--- config.mk ---
export PLATFORM = sky130hd
export DESIGN_NAME = kypd_scan_ctrl_flat
export DESIGN_NICKNAME = d
export VERILOG_FILES = /design/src/rtl/kypd_scan_ctrl_pkg.sv /design/src/rtl/kypd_scan_ctrl_if.sv /design/src/rtl/kypd_scan_ctrl_event_fifo.sv /design/src/rtl/kypd_scan_ctrl.sv /design/src/flat_wrapper.sv
export SDC_FILE = /design/constraint.sdc
export NUM_CORES = 1
export LEC_CHECK = 0
export CAP_MARGIN = 20
export CELL_PAD_IN_SITES_DETAIL_PLACEMENT = 0
export CELL_PAD_IN_SITES_GLOBAL_PLACEMENT = 1
export CORE_MARGIN = 2
export CORE_UTILIZATION = 30
export DETAILED_ROUTE_END_ITERATION = 16
export PLACE_DENSITY = 0.52
export SLEW_MARGIN = 15
export SYNTH_ARGS = -nofsm -noshare
export SYNTH_HDL_FRONTEND = slang
export SYNTH_SLANG_ARGS = --single-unit
--- constraint.sdc ---
create_clock -name clk -period 12.9 [get_ports clk]
set_clock_uncertainty 0.15 [all_clocks]
set_input_delay 3.87 -clock clk [delete_from_list [all_inputs] [get_ports clk]]
set_output_delay 3.87 -clock clk [all_outputs]
set_load 0.03 [all_outputs]
--- src/rtl/kypd_scan_ctrl_pkg.sv ---
// Shared types and constants for the keypad scanner slice.
package kypd_pkg;

    // Whole-keypad sweep classification
    typedef enum logic [1:0] {
        CLS_NONE  = 2'd0,
        CLS_ONE   = 2'd1,
        CLS_MULTI = 2'd2
    } kypd_class_e;

    // Ceiling log2 for sizing counters and pointers
    function automatic int unsigned kypd_clog2(input int unsigned value);
        int unsigned res;
        res = 0;
        while ((32'd1 << res) < value) begin
            res = res + 1;
        end
        return res;
    endfunction

    // Digilent 4x4 keypad: code (row*4+col) to hex legend
    //   row 0: 1 2 3 A / row 1: 4 5 6 B / row 2: 7 8 9 C / row 3: 0 F E D
    localparam logic [15:0][3:0] KYPD_HEX_MAP = {
        4'hD, 4'hE, 4'hF, 4'h0,
        4'hC, 4'h9, 4'h8, 4'h7,
        4'hB, 4'h6, 4'h5, 4'h4,
        4'hA, 4'h3, 4'h2, 4'h1
    };

    function automatic logic [3:0] kypd_hex(input logic [3:0] code);
        return KYPD_HEX_MAP[code];
    endfunction

endpackage

--- src/rtl/kypd_scan_ctrl_if.sv ---
// Key event read channel: head-of-FIFO code with valid/ready handshake.
interface kypd_scan_ctrl_if #(
    parameter int unsigned CW = 4
);
    logic [CW-1:0] key_code;
    logic          key_valid;
    logic          key_ready;

    modport master (
        output key_code,
        output key_valid,
        input  key_ready
    );

    modport slave (
        input  key_code,
        input  key_valid,
        output key_ready
    );
endinterface

--- src/rtl/kypd_scan_ctrl_event_fifo.sv ---
// Small key-event FIFO: valid/ready read side, drop-on-full write side
// with a sticky overflow flag.
module kypd_event_fifo
    import kypd_pkg::*;
#(
    parameter int unsigned DEPTH = 4,
    parameter int unsigned WIDTH = 4
) (
    input  logic             clk,
    input  logic             rst_n,
    input  logic             push,
    input  logic [WIDTH-1:0] push_data,
    output logic [WIDTH-1:0] rd_data,
    output logic             rd_valid,
    input  logic             rd_ready,
    input  logic             ovf_clr,
    output logic             overflow
);
    localparam int unsigned AW = (DEPTH > 1) ? kypd_clog2(DEPTH) : 1;

    logic [WIDTH-1:0] mem [DEPTH];
    logic [AW:0]      wr_ptr;
    logic [AW:0]      rd_ptr;
    logic             full;
    logic             do_pop;
    logic             do_push;
    logic             drop;

    // Occupancy from wrap-bit pointers; a pop frees the slot a full push needs
    always_comb begin
        rd_valid = (wr_ptr != rd_ptr);
        full     = (wr_ptr[AW] != rd_ptr[AW]) &&
                   (wr_ptr[AW-1:0] == rd_ptr[AW-1:0]);
        do_pop   = rd_valid && rd_ready;
        do_push  = push && (!full || do_pop);
        drop     = push && full && !do_pop;
        rd_data  = rd_valid ? mem[rd_ptr[AW-1:0]] : '0;
    end

    // Pointer and sticky overflow update; a drop beats a same-cycle clear
    always_ff @(posedge clk) begin
        if (!rst_n) begin
            wr_ptr   <= '0;
            rd_ptr   <= '0;
            overflow <= 1'b0;
        end else begin
            if (do_push) wr_ptr <= wr_ptr + 1'b1;
            if (do_pop)  rd_ptr <= rd_ptr + 1'b1;
            if (drop)         overflow <= 1'b1;
            else if (ovf_clr) overflow <= 1'b0;
        end
    end

    // Storage write; contents need no reset since pointers gate visibility
    always_ff @(posedge clk) begin
        if (do_push) mem[wr_ptr[AW-1:0]] <= push_data;
    end

endmodule

--- src/rtl/kypd_scan_ctrl.sv ---
// Keypad scanner: column drive, row synchronisation, sweep classification,
// whole-sweep debounce and key-press event generation into a FIFO.
module kypd_scan_ctrl
    import kypd_pkg::*;
#(
    parameter int unsigned NUM_ROWS       = 4,
    parameter int unsigned NUM_COLS       = 4,
    parameter int unsigned DWELL_CYC      = 100000,
    parameter int unsigned DEBOUNCE_SCANS = 4,
    parameter int unsigned FIFO_DEPTH     = 4
) (
    input  logic                clk,
    input  logic                rst_n,
    output logic [NUM_COLS-1:0] col_drive,
    input  logic [NUM_ROWS-1:0] row_sense,
    kypd_scan_ctrl_if.master    kif,
    output logic                key_held,
    output logic                overflow,
    input  logic                ovf_clr
);
    localparam int unsigned NK   = NUM_ROWS * NUM_COLS;
    localparam int unsigned CW   = kypd_clog2(NK);
    localparam int unsigned DWW  = (DWELL_CYC > 1) ? kypd_clog2(DWELL_CYC) : 1;
    localparam int unsigned COLW = (NUM_COLS > 1) ? kypd_clog2(NUM_COLS) : 1;
    localparam int unsigned SCW  = kypd_clog2(DEBOUNCE_SCANS + 1);

    logic [NUM_ROWS-1:0] row_s1;
    logic [NUM_ROWS-1:0] row_s2;
    logic [DWW-1:0]      dwell_cnt;
    logic [COLW-1:0]     col_idx;
    logic [NK-1:0]       scan_vec;
    logic [NK-1:0]       sweep_vec;
    logic                last_dwell;
    logic                sweep_end;

    logic [CW:0]         key_cnt;
    logic [CW-1:0]       key_pos;
    kypd_class_e         cls;
    logic [CW-1:0]       cls_code;

    kypd_class_e         prev_class;
    logic [CW-1:0]       prev_code;
    logic [SCW-1:0]      stab_cnt;
    logic [SCW-1:0]      stab_nxt;
    kypd_class_e         stable_class;
    logic [CW-1:0]       stable_code;
    logic                same;
    logic                accept;
    logic                push_nxt;
    logic                push_pend;

    // Two-flop synchroniser for the asynchronous active-low rows
    always_ff @(posedge clk) begin
        if (!rst_n) begin
            row_s1 <= '1;
            row_s2 <= '1;
        end else begin
            row_s1 <= row_sense;
            row_s2 <= row_s1;
        end
    end

    // Active-low one-cold column drive from the current column index
    always_comb begin
        col_drive          = '1;
        col_drive[col_idx] = 1'b0;
    end

    // Sweep image including the column being captured this cycle, then classify
    always_comb begin
        last_dwell = (dwell_cnt == DWW'(DWELL_CYC - 1));
        sweep_end  = last_dwell && (col_idx == COLW'(NUM_COLS - 1));
        sweep_vec  = scan_vec;
        for (int unsigned r = 0; r < NUM_ROWS; r++) begin
            sweep_vec[CW'(r * NUM_COLS) + CW'(col_idx)] = ~row_s2[r];
        end
        key_cnt = '0;
        key_pos = '0;
        for (int unsigned i = 0; i < NK; i++) begin
            if (sweep_vec[i]) begin
                key_cnt = key_cnt + (CW+1)'(1);
                key_pos = CW'(i);
            end
        end
        if (key_cnt == '0) begin
            cls = CLS_NONE;
        end else if (key_cnt == (CW+1)'(1)) begin
            cls = CLS_ONE;
        end else begin
            cls = CLS_MULTI;
        end
        cls_code = (cls == CLS_ONE) ? key_pos : '0;
    end

    // Dwell counter, column rotation and per-column row capture
    always_ff @(posedge clk) begin
        if (!rst_n) begin
            dwell_cnt <= '0;
            col_idx   <= '0;
            scan_vec  <= '0;
        end else if (last_dwell) begin
            dwell_cnt <= '0;
            scan_vec  <= sweep_vec;
            col_idx   <= (col_idx == COLW'(NUM_COLS - 1)) ? '0 : col_idx + COLW'(1);
        end else begin
            dwell_cnt <= dwell_cnt + DWW'(1);
        end
    end

    // Debounce run length and press-event decision at sweep end
    always_comb begin
        same = (cls == prev_class) && (cls_code == prev_code);
        if (!same) begin
            stab_nxt = SCW'(1);
        end else if (stab_cnt == SCW'(DEBOUNCE_SCANS)) begin
            stab_nxt = stab_cnt;
        end else begin
            stab_nxt = stab_cnt + SCW'(1);
        end
        accept   = (stab_nxt == SCW'(DEBOUNCE_SCANS)) &&
                   ((cls != stable_class) || (cls_code != stable_code));
        push_nxt = sweep_end && accept && (cls == CLS_ONE) &&
                   (stable_class != CLS_MULTI);
    end

    // Debounce state, one-cycle-delayed push request and held indication
    always_ff @(posedge clk) begin
        if (!rst_n) begin
            prev_class   <= CLS_NONE;
            prev_code    <= '0;
            stab_cnt     <= '0;
            stable_class <= CLS_NONE;
            stable_code  <= '0;
            push_pend    <= 1'b0;
            key_held     <= 1'b0;
        end else begin
            push_pend <= push_nxt;
            key_held  <= (stable_class == CLS_ONE);
            if (sweep_end) begin
                prev_class <= cls;
                prev_code  <= cls_code;
                stab_cnt   <= stab_nxt;
                if (accept) begin
                    stable_class <= cls;
                    stable_code  <= cls_code;
                end
            end
        end
    end

    // stable_code still holds the accepted code during the push cycle
    kypd_event_fifo #(
        .DEPTH (FIFO_DEPTH),
        .WIDTH (CW)
    ) u_fifo (
        .clk       (clk),
        .rst_n     (rst_n),
        .push      (push_pend),
        .push_data (stable_code),
        .rd_data   (kif.key_code),
        .rd_valid  (kif.key_valid),
        .rd_ready  (kif.key_ready),
        .ovf_clr   (ovf_clr),
        .overflow  (overflow)
    );

endmodule

--- src/flat_wrapper.sv ---
// flat-port wrapper written by rule: the top's interface ports become plain ports
module kypd_scan_ctrl_flat import kypd_pkg::*;
#(
    parameter int unsigned NUM_ROWS       = 4,
    parameter int unsigned NUM_COLS       = 4,
    parameter int unsigned DWELL_CYC      = 100000,
    parameter int unsigned DEBOUNCE_SCANS = 4,
    parameter int unsigned FIFO_DEPTH     = 4
)
  (clk, rst_n, col_drive, row_sense, key_held, overflow, ovf_clr, kif_key_code, kif_key_valid, kif_key_ready);
  kypd_scan_ctrl_if #(.CW(4)) kif_i ();
  input  logic clk;
  input  logic rst_n;
  output logic [NUM_COLS-1:0] col_drive;
  input  logic [NUM_ROWS-1:0] row_sense;
  output logic key_held;
  output logic overflow;
  input  logic ovf_clr;
  output wire logic [$bits(kif_i.key_code)-1:0] kif_key_code;
  output wire logic [$bits(kif_i.key_valid)-1:0] kif_key_valid;
  input wire logic [$bits(kif_i.key_ready)-1:0] kif_key_ready;
  assign kif_key_code = kif_i.key_code;
  assign kif_key_valid = kif_i.key_valid;
  assign kif_i.key_ready = kif_key_ready;
  kypd_scan_ctrl #(.NUM_ROWS(NUM_ROWS), .NUM_COLS(NUM_COLS), .DWELL_CYC(DWELL_CYC), .DEBOUNCE_SCANS(DEBOUNCE_SCANS), .FIFO_DEPTH(FIFO_DEPTH)) u_core (.clk(clk), .rst_n(rst_n), .col_drive(col_drive), .row_sense(row_sense), .kif(kif_i), .key_held(key_held), .overflow(overflow), .ovf_clr(ovf_clr));
endmodule
Word-level counts from Yosys, hierarchy flattened
Memories as Yosys holds them, arrays and structs flattened. A register that Yosys moved wholly into a read port is not among the register bits.
Cells that the tools add are included.
{"block": "classes", "add_sub_neg": 23, "n_reduce_logical": 24, "n_mux": 58, "magnitude_cmp": 10, "n_eq_ne": 15, "bitwise_logic": 6}
{"op": "$mux W5", "count": 15}
{"op": "$add A5 B1 Y5 const B", "count": 14}
{"op": "$bwmux W16", "count": 4}
{"op": "$mux W4", "count": 10}
{"op": "$mux W3", "count": 6}
{"op": "$add A17 B1 Y17 const B", "count": 1}
{"op": "$eq A17 B17 Y1 const B", "count": 1}
{"op": "$logic_and A1 B1 Y1", "count": 16}
{"op": "$lt A4 B5 Y1 const B", "count": 3}
{"op": "$mux W2", "count": 7}
{"op": "$demux W1 S4", "count": 3}
{"op": "$ge A4 B1 Y1 const B", "count": 3}
{"op": "$mux W1", "count": 11}
{"op": "$add A3 B1 Y3 const B", "count": 3}
{"op": "$eq A3 B3 Y1 const B", "count": 2}
{"op": "$eq A5 B1 Y1 const B", "count": 1}
{"op": "$logic_not A5 Y1", "count": 1}
{"op": "$lt A2 B5 Y1 const B", "count": 1}
{"op": "$not A1 Y1", "count": 5}
{"op": "$add A3 B2 Y4 const A", "count": 1}
{"op": "$add A3 B3 Y4 const A", "count": 1}
{"op": "$add A4 B2 Y4 const A", "count": 1}
{"op": "$demux W1 S2", "count": 2}
{"op": "$eq A2 B1 Y1 const B", "count": 2}
{"op": "other kinds (18)", "count": 22}
{"block": "word_totals", "memories": 1, "reg_bits": 67, "inputBits": 8, "ram_bits": 16, "elab_cells": 152, "out_inout_bits": 11}
{"memory": "u_core.u_fifo.mem", "depth": 4, "word_bits": 4, "read_ports": 1, "rd_ports_with_merged_regs": 1, "wr": 1, "line": "kypd_scan_ctrl_event_fifo.sv:21", "rtl": "logic [WIDTH-1:0] mem [DEPTH];"}

Depth between registers and ports, before layout
Gate-level depths: netlist (run 1).
{"block": "logic_depth", "ltp_word": 52, "mapped_depth": 61, "ltp_nobuf": 59}

Cells and area by module
From an unflattened synthesis (run 1), not the netlist that was laid out.
{"block": "hier_totals", "cells_unflattened": 726, "area_unflattened_um2": 6224.7}
{"module": "kypd_scan_ctrl", "seq_area_each_um2": 1201.2, "n_inst": 1, "area_each_um2": 5138.7, "cells_per_inst": 652}
{"module": "kypd_event_fifo", "seq_area_each_um2": 660.6, "n_inst": 1, "area_each_um2": 1086.0, "cells_per_inst": 74}

Least setup slack after synthesis (run 1)
No wires, ideal clock.
{"block": "synth_path", "path_type": "register to register", "startpoint": "register u_core.col_idx[0]", "endpoint": "register u_core.stable_code[1]", "path_buffers": 3, "arrival_ns": 10.290, "path_slack_ns": 2.328, "required_time_ns": 12.618, "setup_ns": 0.132, "period_less_slack_ns": 10.572, "path_stages_with_launch": 60, "cell_sequence": "dfxtp_1 > inv_1 > ha_1 > clkbuf_1 > nor2_1 > a21oi_1 > inv_1 > ha_1 > buf_4 > or4_4 > nand4_4 > ha_1 > mux2_2 > ha_1 > mux2_2 > a21oi_1 > inv_1 > ha_1 > (+24 left out) > inv_1 > ha_1 > nand2_1 > nand2_1 > ha_1 > nand2_1 > nand2_1 > ha_1 > nand2_1 > a211oi_1 > o21ai_0 > xnor3_2 > o2bb2a_4 > or4_1 > a32oi_2 > buf_6 > nand4b_1 > a21oi_1"}
{"block": "synth_between", "elab_chain_len": 50}
{"item": "start, declared", "line": "kypd_scan_ctrl.sv:30", "rtl": "logic [COLW-1:0] col_idx;"}
{"item": "start signal, assigned", "line": "kypd_scan_ctrl.sv:104", "rtl": "col_idx <= (col_idx == COLW'(NUM_COLS - 1)) ? '0 : col_idx + COLW'(1);"}
{"item": "$add A3 B2 Y4 (tied with other cells)", "line": "kypd_scan_ctrl.sv:75", "rtl": "sweep_vec[CW'(r * NUM_COLS) + CW'(col_idx)] = ~row_s2[r];"}
{"item": "$lt A4 B5 Y1 (not written as such) (tied with other cells)", "line": "kypd_scan_ctrl.sv:75"}
{"item": "$logic_and A1 B1 Y1 (not written as such) or $mux W1 (tied branches)", "line": "kypd_scan_ctrl.sv:75"}
{"item": "$mux W1 (not written as such) or $demux W1 S2 (tied branches)"}
{"item": "$demux W1 S4 or $bwmux W16 (tied branches)"}
{"item": "$bwmux W16 (2 in series)", "line": "kypd_scan_ctrl.sv:75"}
{"item": "$bwmux W16 (*)", "line": "kypd_scan_ctrl.sv:75"}
{"item": "named net u_core.sweep_vec[0]", "line": "kypd_scan_ctrl.sv:32", "rtl": "logic [NK-1:0] sweep_vec;"}
{"item": "(+34 left out)"}
{"item": "$eq A2 B1 Y1", "line": "kypd_scan_ctrl.sv:92", "rtl": "cls_code = (cls == CLS_ONE) ? key_pos : '0;"}
{"item": "$mux W4", "line": "kypd_scan_ctrl.sv:92"}
{"item": "$eq A4 B4 Y1", "line": "kypd_scan_ctrl.sv:112", "rtl": "same = (cls == prev_class) && (cls_code == prev_code);"}
{"item": "$logic_and A1 B1 Y1", "line": "kypd_scan_ctrl.sv:112"}
{"item": "$mux W3", "line": "kypd_scan_ctrl.sv:113", "rtl": "if (!same) begin"}
{"item": "$eq A3 B3 Y1", "line": "kypd_scan_ctrl.sv:120", "rtl": "accept = (stab_nxt == SCW'(DEBOUNCE_SCANS)) &&"}
{"item": "$logic_and A1 B1 Y1", "line": "kypd_scan_ctrl.sv:120"}
{"item": "$reduce_and A2 Y1 (no source line)"}
{"item": "end signal, assigned", "line": "kypd_scan_ctrl.sv:145", "rtl": "stable_code <= cls_code;"}
{"item": "end, declared", "line": "kypd_scan_ctrl.sv:46", "rtl": "logic [CW-1:0] stable_code;"}
The timed path passes the listed nets; every way through them passes the cells marked *.
A chain may end at the register's enable or synchronous reset.

Final worst setup path (run 1)
{"block": "layout_path", "startpoint": "register u_core.col_idx[1]", "endpoint": "register u_core.stable_code[0]"}
{"item": "$add A3 B2 Y4 (tied with other cells)", "line": "kypd_scan_ctrl.sv:75"}
{"item": "$lt A4 B5 Y1 (not written as such) (tied with other cells)", "line": "kypd_scan_ctrl.sv:75"}
{"item": "$logic_and A1 B1 Y1 (not written as such) or $mux W1 (tied branches)", "line": "kypd_scan_ctrl.sv:75"}
{"item": "$mux W1 (not written as such) or $demux W1 S2 (tied branches)"}
{"item": "$demux W1 S4 or $bwmux W16 (tied branches)"}
{"item": "$bwmux W16 (2 in series)", "line": "kypd_scan_ctrl.sv:75"}
{"item": "$bwmux W16 (*)", "line": "kypd_scan_ctrl.sv:75"}
{"item": "named net u_core.sweep_vec[1]", "line": "kypd_scan_ctrl.sv:32"}
{"item": "(+32 left out)"}
{"item": "$eq A2 B1 Y1", "line": "kypd_scan_ctrl.sv:92"}
{"item": "$mux W4", "line": "kypd_scan_ctrl.sv:92"}
{"item": "$eq A4 B4 Y1", "line": "kypd_scan_ctrl.sv:112"}
{"item": "$logic_and A1 B1 Y1", "line": "kypd_scan_ctrl.sv:112"}
{"item": "$mux W3", "line": "kypd_scan_ctrl.sv:113"}
{"item": "$eq A3 B3 Y1", "line": "kypd_scan_ctrl.sv:120"}
{"item": "$logic_and A1 B1 Y1", "line": "kypd_scan_ctrl.sv:120"}
{"item": "$reduce_and A2 Y1 (no source line)"}
Marks and branches as above.

==> results of run 1 <==
==> metrics by stage <==
| stage | hold WS (ns) | util | area, um^2 |
|---|---|---|---|
| finish | 0.257 | 0.340 | 6560 |
| global route | 0.300 | 0.340 | 6560 |
| CTS | 0.258 | 0.340 | 6560 |
| detailed placement | 0.242 | 0.325 | 6260 |
| global placement | 0.242 | 0.325 | 6260 |
| floorplan | 0.236 | - | 5850 |
==> logic make-up (layout without fill, tap and decap cells) <==
| kind of cell | after synthesis | in the layout | synth area share |
|---|---|---|---|
| AO/OA/AOI/OAI | 121 | 121 | 0.153 |
| XOR/XNOR | 78 | 78 | 0.143 |
| adder cells (fa/ha/maj) | 27 | 27 | 0.0578 |
| buffers and inverters | 55 | 68 | 0.0407 |
| flip-flops | 85 | 85 | 0.318 |
| multiplexers | 32 | 32 | 0.0640 |
| AND/OR/NAND/NOR | 259 | 259 | 0.223 |
==> power groups by stage <==
stage,registers [mW],logic (mW),clock network (mW)
6_report,0.273,0.0511,0.258
5_1_grt,0.273,0.0575,0.278
4_1_cts,0.273,0.0517,0.268
3_5_place_dp,0.279,0.0515,0
3_3_place_gp,0.279,0.0512,0
2_1_floorplan,0.278,0.0419,0
==> worst max-delay path, delay by kind of cell (launching register included) <==
kind	cells	cell delay (ns)
adder cells (fa/ha/maj)	14	4.08
AO/OA/AOI/OAI	16	3.21
AND/OR/NAND/NOR	18	2.30
multiplexers	3	0.82
buffers and inverters	5	0.41
flip-flops	1	0.33
XOR/XNOR	1	0.25
==> final cells by class <==
type,instances,share of cell area
Tap cell,265,0.0506
Sequential cell,85,0.284
Clock inverter,5,0.00916
Clock buffer,11,0.0355
Inverter,30,0.0172
Timing Repair Buffer,22,0.0321
Multi-Input combinational cell,517,0.572
==> timing repair <==
item                                    CTS  global route
gates resized for setup                   0             1
setup buffers                             0             0
endpoints found under the setup margin    0             6
hold buffers                              0             0
==> metal layers <==
layer,wire [um],up-vias,GRT usage
met5,0,-,0
met4,195,0,0.0408
met3,250,15,0.0290
met2,6750,46,0.248
met1,6510,2162,0.177
li1,-,2335,-
==> how the worst min path moves through the flow <==
stage                           startpoint               end  slack (ns)  cells after the start
final                     u_core.row_s1[0]  u_core.row_s2[0]        0.26                      1
after global routing      u_core.row_s1[1]  u_core.row_s2[1]        0.30                      1
after CTS                 u_core.row_s1[0]  u_core.row_s2[0]        0.26                      1
after detailed placement  u_core.row_s1[0]  u_core.row_s2[0]        0.24                      1
after global placement    u_core.row_s1[0]  u_core.row_s2[0]        0.24                      1
after floorplan           u_core.row_s1[0]  u_core.row_s2[0]        0.24                      1
==> registers in the layout (all words and copies together), names as in the netlist, 2 cells and up, named ones only <==
signal and count:
u_core.u_fifo.mem 16, u_core.scan_vec 16, u_core.prev_class 2, u_core.prev_code 4, u_core.dwell_cnt 17, u_core.stab_cnt 3
u_core.row_s1 4, u_core.col_idx 2, u_core.stable_class 2, u_core.stable_code 4, u_core.u_fifo.rd_ptr 3, u_core.u_fifo.wr_ptr 3
u_core.row_s2 4
==> cell usage in the layout (no fill, tap or decap), drive strengths merged, types with 5 or more instances in the layout <==
cell type      synthesis  layout
xor2                  21      21
nor3                  11      11
ha                    27      27
nand2b                16      16
xnor2                 53      53
dfxtp                 69      69
or4                    5       5
nor4                   7       7
a31oi                  5       5
a21o                   9       9
nand2                 57      57
nand3                 24      24
nand4b                 5       5
and3                   7       7
nor2                  90      90
nor2b                  6       6
and2                   8       8
inv                   29      30
edfxtp                16      16
a21oi                 43      43
clkdlybuf4s50          0      18
o21ai                 22      22
clkbuf                17      11
mux2i                 25      25
==> report_table.html, run 1 <==
<table>
<tr><th>Metric</th><th>Value</th></tr>
<tr><th colspan="2">Detailed routing</th></tr>
<tr><td>Vias per cell</td><td>4.87</td></tr>
<tr><td>Total vias in the final route</td><td>4558</td></tr>
<tr><td>Iter 0 DRT Violations</td><td>182</td></tr>
<tr><td>Mean routed wirelength per cell</td><td>14.7 um</td></tr>
<tr><td>Detail Route Antenna Nets</td><td>0</td></tr>
<tr><td>DRC violations left</td><td>0</td></tr>
<tr><td>Detailed-routing iteration count for the pre-antenna-repair pass</td><td>4</td></tr>
<tr><td>Wirelength, routed</td><td>13700 um</td></tr>
<tr><th colspan="2">Critical path</th></tr>
<tr><td>Required time of the critical path</td><td>12.96 ns</td></tr>
<tr><td>Slowest stage delay, CP</td><td>0.50 ns</td></tr>
<tr><td>Max Fanout on Critical Path</td><td>13</td></tr>
<tr><td>Register-to-Register Setup Slack</td><td>1.23 ns</td></tr>
<tr><td>RR Startpoint</td><td>u_core.col_idx[1]</td></tr>
<tr><td>Crit Path Category</td><td>reg2reg</td></tr>
<tr><td>Critical register-to-register path endpoint</td><td>u_core.stable_code[0]</td></tr>
<tr><td>Worst Setup End Kind</td><td>flip-flop</td></tr>
<tr><td>Depth of the worst register-to-register path</td><td>57</td></tr>
<tr><td>Arrival time at the worst endpoint</td><td>11.73 ns</td></tr>
<tr><td>Worst Setup EP</td><td>u_core.stable_code[0]</td></tr>
<tr><td>First element of the critical path</td><td>u_core.col_idx[1]</td></tr>
<tr><td>Cell repeated most along the worst path</td><td>sky130_fd_sc_hd__ha_1</td></tr>
<tr><td>Kind of start point of the critical path</td><td>flip-flop</td></tr>
<tr><td>Highest-delay cell along the critical path</td><td>sky130_fd_sc_hd__or4_1</td></tr>
<tr><th colspan="2">Placed design</th></tr>
<tr><td>Placed wire-length estimate after detailed placement</td><td>10400 um</td></tr>
<tr><td>Post-Place Worst Slack</td><td>1.10 ns</td></tr>
<tr><td>GPL Wtd Cong</td><td>0.790</td></tr>
<tr><td>Post-placement cell count</td><td>919</td></tr>
<tr><td>Quantity of I/O buffers inserted on ports</td><td>18</td></tr>
<tr><th colspan="2">CTS</th></tr>
<tr><td>TritonCTS Buffers</td><td>9</td></tr>
<tr><td>Clock tree from TritonCTS</td><td>done</td></tr>
<tr><td>CTS root buf</td><td>sky130_fd_sc_hd__clkbuf_16</td></tr>
<tr><td>Clock transition at path regs</td><td>0.06 ns</td></tr>
<tr><td>Number of levels in the clock H-tree</td><td>3</td></tr>
<tr><td>Worst-skew pair later-pin latency</td><td>0.34 ns</td></tr>
<tr><td>Number of clock sinks</td><td>85</td></tr>
<tr><td>Clock buffer depth</td><td>2</td></tr>
<tr><th colspan="2">Synth</th></tr>
<tr><td>Net count of the mapped netlist</td><td>692</td></tr>
<tr><td>Main flop type after synthesis</td><td>sky130_fd_sc_hd__dfxtp_1</td></tr>
<tr><td>Seq/Total Area, Yosys</td><td>0.318</td></tr>
<tr><td>Post-synth top area share</td><td>0.236</td></tr>
<tr><td>Synthesized instance count</td><td>657</td></tr>
<tr><td>Mean cell area of the mapped netlist</td><td>8.90 um^2</td></tr>
<tr><td>Leading post-synthesis cells by instance count</td><td>89 x sky130_fd_sc_hd__nor2_1, 69 x sky130_fd_sc_hd__dfxtp_1, 55 x sky130_fd_sc_hd__nand2_1</td></tr>
<tr><td>Total of flip-flops plus latches after synthesis</td><td>85</td></tr>
<tr><td>Top post-synthesis cells by area</td><td>sky130_fd_sc_hd__dfxtp_1 24%, sky130_fd_sc_hd__edfxtp_1 8.2%, sky130_fd_sc_hd__xnor2_1 6.6%, sky130_fd_sc_hd__ha_1 5.8%, sky130_fd_sc_hd__nor2_1 5.7%</td></tr>
<tr><td>Ys async rst share</td><td>0</td></tr>
<tr><td>Library cell occupying the most area in the post-synthesis netlist</td><td>sky130_fd_sc_hd__dfxtp_1</td></tr>
<tr><td>Yosys warnings</td><td>0</td></tr>
<tr><td>Unique cell type count in the Yosys netlist</td><td>89</td></tr>
<tr><td>Library cell with the highest instance count after synthesis</td><td>sky130_fd_sc_hd__nor2_1</td></tr>
<tr><td>Number of enable-type register cells in the synthesized netlist</td><td>16</td></tr>
<tr><td>Post-synth design cell area</td><td>5850 um^2</td></tr>
<tr><th colspan="2">Timing</th></tr>
<tr><td>Count of final max-slew check failures</td><td>0</td></tr>
<tr><td>Share of the clock period used by the worst path after layout</td><td>0.905</td></tr>
<tr><td>Fin crit period</td><td>11.67 ns</td></tr>
<tr><td>Final TNS setup</td><td>0 ns</td></tr>
<tr><td>Number of failing hold endpoints at the final stage</td><td>0</td></tr>
<tr><td>RSZ-0062 raised after global routing</td><td>false</td></tr>
<tr><td>Achievable clock frequency</td><td>0.0857 GHz</td></tr>
<tr><td>Relative slew slack</td><td>0.481</td></tr>
<tr><td>Count of final setup violators</td><td>0</td></tr>
<tr><td>Final worst-path setup slack</td><td>1.23 ns</td></tr>
<tr><td>Slew of the pin with the lowest slew margin</td><td>0.778 ns</td></tr>
<tr><th colspan="2">Die</th></tr>
<tr><td>Floorplan core area</td><td>19300 um^2</td></tr>
<tr><td>Chip Height</td><td>144 um</td></tr>
<tr><td>Effective utilization at floorplan</td><td>0.303</td></tr>
<tr><td>Die Width</td><td>144 um</td></tr>
<tr><td>Top Ports</td><td>19</td></tr>
<tr><td>Row count</td><td>51</td></tr>
<tr><td>Die ar.</td><td>20600 um^2</td></tr>
<tr><th colspan="2">Cells and area</th></tr>
<tr><td>Number of antenna diodes</td><td>0</td></tr>
<tr><td>Final-layout fill cell count</td><td>2037</td></tr>
<tr><td>Number of nets in the finished design</td><td>700</td></tr>
<tr><td>Share of post-route cells with drive strength above 1</td><td>0.0925</td></tr>
<tr><td>Flip-flop and latch area</td><td>1860 um^2</td></tr>
<tr><td>Final cell count without fillers</td><td>935</td></tr>
<tr><td>Area of the multi-input gates</td><td>3750 um^2</td></tr>
<tr><td>Area growth from synthesis to layout</td><td>12.2%</td></tr>
<tr><th colspan="2">Run</th></tr>
<tr><td>Number of violations of the max-capacitance limit</td><td>0</td></tr>
<tr><th colspan="2">Worst hold path</th></tr>
<tr><td>Worst hold path type</td><td>reg2reg</td></tr>
<tr><th colspan="2">Power</th></tr>
<tr><td>Worst vdd rail ir drop</td><td>0.0675 mV</td></tr>
<tr><td>Internal power component</td><td>442 uW</td></tr>
<tr><td>Leakage dissipation</td><td>2.40 nW</td></tr>
<tr><td>Clk pwr share</td><td>0.443</td></tr>
<tr><td>Areal power density over the cells</td><td>88.8 nW/um^2</td></tr>
<tr><td>Post-route total power</td><td>582 uW</td></tr>
<tr><td>Switching power of the nets</td><td>140 uW</td></tr>
<tr><td>Sequential group share of total power</td><td>0.469</td></tr>
<tr><td>Comb pwr share</td><td>0.088</td></tr>
<tr><td>Sw frac</td><td>0.240</td></tr>
<tr><th colspan="2">Global route</th></tr>
<tr><td>Pin count of the biggest net entering global routing</td><td>36</td></tr>
<tr><td>Global-route congestion overflow total</td><td>0</td></tr>
<tr><td>Number of antenna violations at the first check in global routing</td><td>0</td></tr>
<tr><td>GRT Resource Usage Total</td><td>0.142</td></tr>
<tr><td>Number of global-route vias before repair</td><td>4599</td></tr>
<tr><td>Wire length of the first global-routing pass</td><td>23200 um</td></tr>
<tr><th colspan="2">Outcome</th></tr>
<tr><td>Outcome</td><td>complete, no violations</td></tr>
</table>
No activity file was read; power rests on OpenSTA's default activity.
==> inputs of run 2 (changes only) <==
- REMOVE_ABC_BUFFERS: default -> 1
==> report_table.html, run 2 (same netlist as run 1, synthesis figures left out) <==
<table>
<tr><th>Metric</th><th>Value</th></tr>
<tr><th colspan="2">Outcome</th></tr>
<tr><td>Outcome</td><td>complete, no violations (unchanged)</td></tr>
<tr><th colspan="2">Critical path</th></tr>
<tr><td>Arrival time at the worst endpoint</td><td>11.78 ns (was 11.73 ns)</td></tr>
<tr><td>Crit Path Category</td><td>reg2reg (unchanged)</td></tr>
<tr><td>Required time of the critical path</td><td>12.96 ns (about the same)</td></tr>
<tr><td>Depth of the worst register-to-register path</td><td>57 (unchanged)</td></tr>
<tr><td>Kind of start point of the critical path</td><td>flip-flop (unchanged)</td></tr>
<tr><td>Slowest stage delay, CP</td><td>0.50 ns (about the same)</td></tr>
<tr><td>Highest-delay cell along the critical path</td><td>sky130_fd_sc_hd__a32oi_2 (was sky130_fd_sc_hd__or4_1)</td></tr>
<tr><td>Max Fanout on Critical Path</td><td>13 (unchanged)</td></tr>
<tr><td>Cell repeated most along the worst path</td><td>sky130_fd_sc_hd__ha_1 (unchanged)</td></tr>
<tr><td>Worst Setup End Kind</td><td>flip-flop (unchanged)</td></tr>
<tr><th colspan="2">Placed design</th></tr>
<tr><td>Post-place instance area</td><td>6270 um^2 (was 6260 um^2)</td></tr>
<tr><td>Post-Place Worst Slack</td><td>1.16 ns (was 1.10 ns)</td></tr>
<tr><td>Placed wire-length estimate after detailed placement</td><td>10400 um (about the same)</td></tr>
<tr><td>Post-placement cell count</td><td>920 (was 919)</td></tr>
<tr><td>GPL Wtd Cong</td><td>0.761 (was 0.790)</td></tr>
<tr><td>Quantity of I/O buffers inserted on ports</td><td>18 (unchanged)</td></tr>
<tr><th colspan="2">CTS</th></tr>
<tr><td>TritonCTS Buffers</td><td>9 (unchanged)</td></tr>
<tr><td>Clock buffer depth</td><td>2 (unchanged)</td></tr>
<tr><td>Resize count post-CTS</td><td>0 (unchanged)</td></tr>
<tr><td>Worst-skew pair later-pin latency</td><td>0.34 ns (about the same)</td></tr>
<tr><td>Clock tree from TritonCTS</td><td>done (unchanged)</td></tr>
<tr><td>Count of buffers added by post-CTS timing repair for setup</td><td>0 (unchanged)</td></tr>
<tr><td>CTS root buf</td><td>sky130_fd_sc_hd__clkbuf_16 (unchanged)</td></tr>
<tr><td>Number of levels in the clock H-tree</td><td>3 (unchanged)</td></tr>
<tr><td>Number of clock sinks</td><td>85 (unchanged)</td></tr>
<tr><td>CTS Hold Buffers Added</td><td>0 (unchanged)</td></tr>
<tr><td>Clock transition at path regs</td><td>0.07 ns (was 0.06 ns)</td></tr>
<tr><th colspan="2">Timing</th></tr>
<tr><td>Slew of the pin with the lowest slew margin</td><td>0.728 ns (was 0.778 ns)</td></tr>
<tr><td>Count of final setup violators</td><td>0 (unchanged)</td></tr>
<tr><td>Share of the clock period used by the worst path after layout</td><td>0.908 (was 0.905)</td></tr>
<tr><td>Final worst-path setup slack</td><td>1.18 ns (was 1.23 ns)</td></tr>
<tr><td>Count of final max-slew check failures</td><td>0 (unchanged)</td></tr>
<tr><td>Achievable clock frequency</td><td>0.0853 GHz (was 0.0857 GHz)</td></tr>
<tr><td>Fin crit period</td><td>11.72 ns (was 11.67 ns)</td></tr>
<tr><td>RSZ-0062 raised after global routing</td><td>false (unchanged)</td></tr>
<tr><td>Relative slew slack</td><td>0.515 (was 0.481)</td></tr>
<tr><td>Final TNS setup</td><td>0 ns (unchanged)</td></tr>
<tr><td>Number of failing hold endpoints at the final stage</td><td>0 (unchanged)</td></tr>
<tr><th colspan="2">Cells and area</th></tr>
<tr><td>Number of antenna diodes</td><td>0 (unchanged)</td></tr>
<tr><td>Most common library cell in the layout ignoring fill and taps</td><td>sky130_fd_sc_hd__nor2_1 (unchanged)</td></tr>
<tr><td>Area growth from synthesis to layout</td><td>12.8% (was 12.2%)</td></tr>
<tr><td>Final standard cell area without fillers</td><td>6590 um^2 (was 6560 um^2)</td></tr>
<tr><td>Final core utilization</td><td>0.342 (was 0.340)</td></tr>
<tr><td>Max reg flops</td><td>17 (unchanged)</td></tr>
<tr><td>Final-layout fill cell count</td><td>2045 (was 2037)</td></tr>
<tr><td>Final cell count without fillers</td><td>936 (was 935)</td></tr>
<tr><td>Number of nets in the finished design</td><td>701 (was 700)</td></tr>
<tr><td>Most frequent cells in the layout</td><td>89 x sky130_fd_sc_hd__nor2_1, 69 x sky130_fd_sc_hd__dfxtp_1, 55 x sky130_fd_sc_hd__nand2_1 (unchanged)</td></tr>
<tr><td>Share of post-route cells with drive strength above 1</td><td>0.0939 (was 0.0925)</td></tr>
<tr><td>Biggest register</td><td>u_core.dwell_cnt (unchanged)</td></tr>
<tr><th colspan="2">Power</th></tr>
<tr><td>Worst vdd rail ir drop</td><td>0.0600 mV (was 0.0675 mV)</td></tr>
<tr><td>Areal power density over the cells</td><td>92.4 nW/um^2 (was 88.8 nW/um^2)</td></tr>
<tr><td>Leakage dissipation</td><td>2.42 nW (was 2.40 nW)</td></tr>
<tr><th colspan="2">Detailed routing</th></tr>
<tr><td>Detail Route Antenna Nets</td><td>0 (unchanged)</td></tr>
<tr><td>Iter 0 DRT Violations</td><td>215 (was 182)</td></tr>
<tr><td>Vias per cell</td><td>4.92 (was 4.87)</td></tr>
<tr><td>Detailed-routing iteration count for the pre-antenna-repair pass</td><td>4 (unchanged)</td></tr>
<tr><td>DRC violations left</td><td>0 (unchanged)</td></tr>
<tr><td>Total vias in the final route</td><td>4606 (was 4558)</td></tr>
<tr><td>Mean routed wirelength per cell</td><td>14.8 um (was 14.7 um)</td></tr>
<tr><td>Wirelength, routed</td><td>13800 um (was 13700 um)</td></tr>
<tr><th colspan="2">Run</th></tr>
<tr><td>Number of violations of the max-capacitance limit</td><td>0 (unchanged)</td></tr>
<tr><th colspan="2">Die</th></tr>
<tr><td>Floorplan core area</td><td>19300 um^2 (unchanged)</td></tr>
<tr><td>Row count</td><td>51 (unchanged)</td></tr>
<tr><td>Die Width</td><td>144 um (unchanged)</td></tr>
<tr><td>Effective utilization at floorplan</td><td>0.303 (unchanged)</td></tr>
<tr><td>Chip Height</td><td>144 um (unchanged)</td></tr>
<tr><td>Top Ports</td><td>19 (unchanged)</td></tr>
<tr><td>Die ar.</td><td>20600 um^2 (unchanged)</td></tr>
<tr><th colspan="2">Global route</th></tr>
<tr><td>Number of antenna violations at the first check in global routing</td><td>0 (unchanged)</td></tr>
<tr><td>Wire length of the first global-routing pass</td><td>22900 um (was 23200 um)</td></tr>
<tr><td>GRT Resource Usage Total</td><td>0.139 (was 0.142)</td></tr>
<tr><td>Number of global-route vias before repair</td><td>4410 (was 4599)</td></tr>
<tr><td>Pin count of the biggest net entering global routing</td><td>42 (was 36)</td></tr>
<tr><td>Global-route congestion overflow total</td><td>0 (unchanged)</td></tr>
<tr><th colspan="2">Worst hold path</th></tr>
<tr><td>Worst Hold Depth</td><td>1 (unchanged)</td></tr>
<tr><td>Worst hold path type</td><td>reg2reg (unchanged)</td></tr>
</table>
[run 2: final timing paths]
path                      from               endpoint  slack [ns]
max          u_core.col_idx[0]  u_core.stable_code[2]        1.18
min           u_core.row_s1[2]       u_core.row_s2[2]        0.26
max reg2reg  u_core.col_idx[0]  u_core.stable_code[2]        1.18
min reg2reg   u_core.row_s1[2]       u_core.row_s2[2]        0.26
[run 2: per-layer routing]
metal | vias to the layer above | global-route usage | wire length [um]
li1 | 2325 | - | -
met1 | 2224 | 0.192 | 7100
met2 | 49 | 0.228 | 6350
met3 | 8 | 0.0207 | 292
met4 | 0 | 0.0341 | 91
met5 | - | 0 | 0
[run 2: worst max-delay path: cells and delay by family, from the launching register on]
kind,cells,cell delay (ns)
AOI/OAI and AO/OA,16,3.09
buffers and inverters,5,0.42
DFF,1,0.35
muxes,3,0.81
and+or+nand+nor,18,2.28
adders and majority gates,14,4.18
xor gates and xnor gates,1,0.29
[run 2: layout make-up]
class,instances,area (um^2),share of cell area
clock buffers,9,225,0.0342
clock inverters,7,97.6,0.0148
inverters,30,113,0.0171
multi-input cells,517,3750,0.568
flip-flops and latches,85,1860,0.282
well taps,265,332,0.0503
repair buffers,23,218,0.0330
[run 2: report_power, final]
part,leakage (nW),switching [mW],total (mW),internal (mW)
clock,0.154,0.114,0.284,0.171
combinational,1.56,0.0314,0.0518,0.0203
sequential,0.706,0.00203,0.273,0.271
[run 2: stage by stage]
stage | hold WS, ns | total power, mW
after global routing | 0.269 | 0.635
final | 0.256 | 0.609
after global placement | 0.248 | 0.331
after detailed placement | 0.245 | 0.332
after floorplan | 0.236 | 0.317
after CTS | 0.261 | 0.620
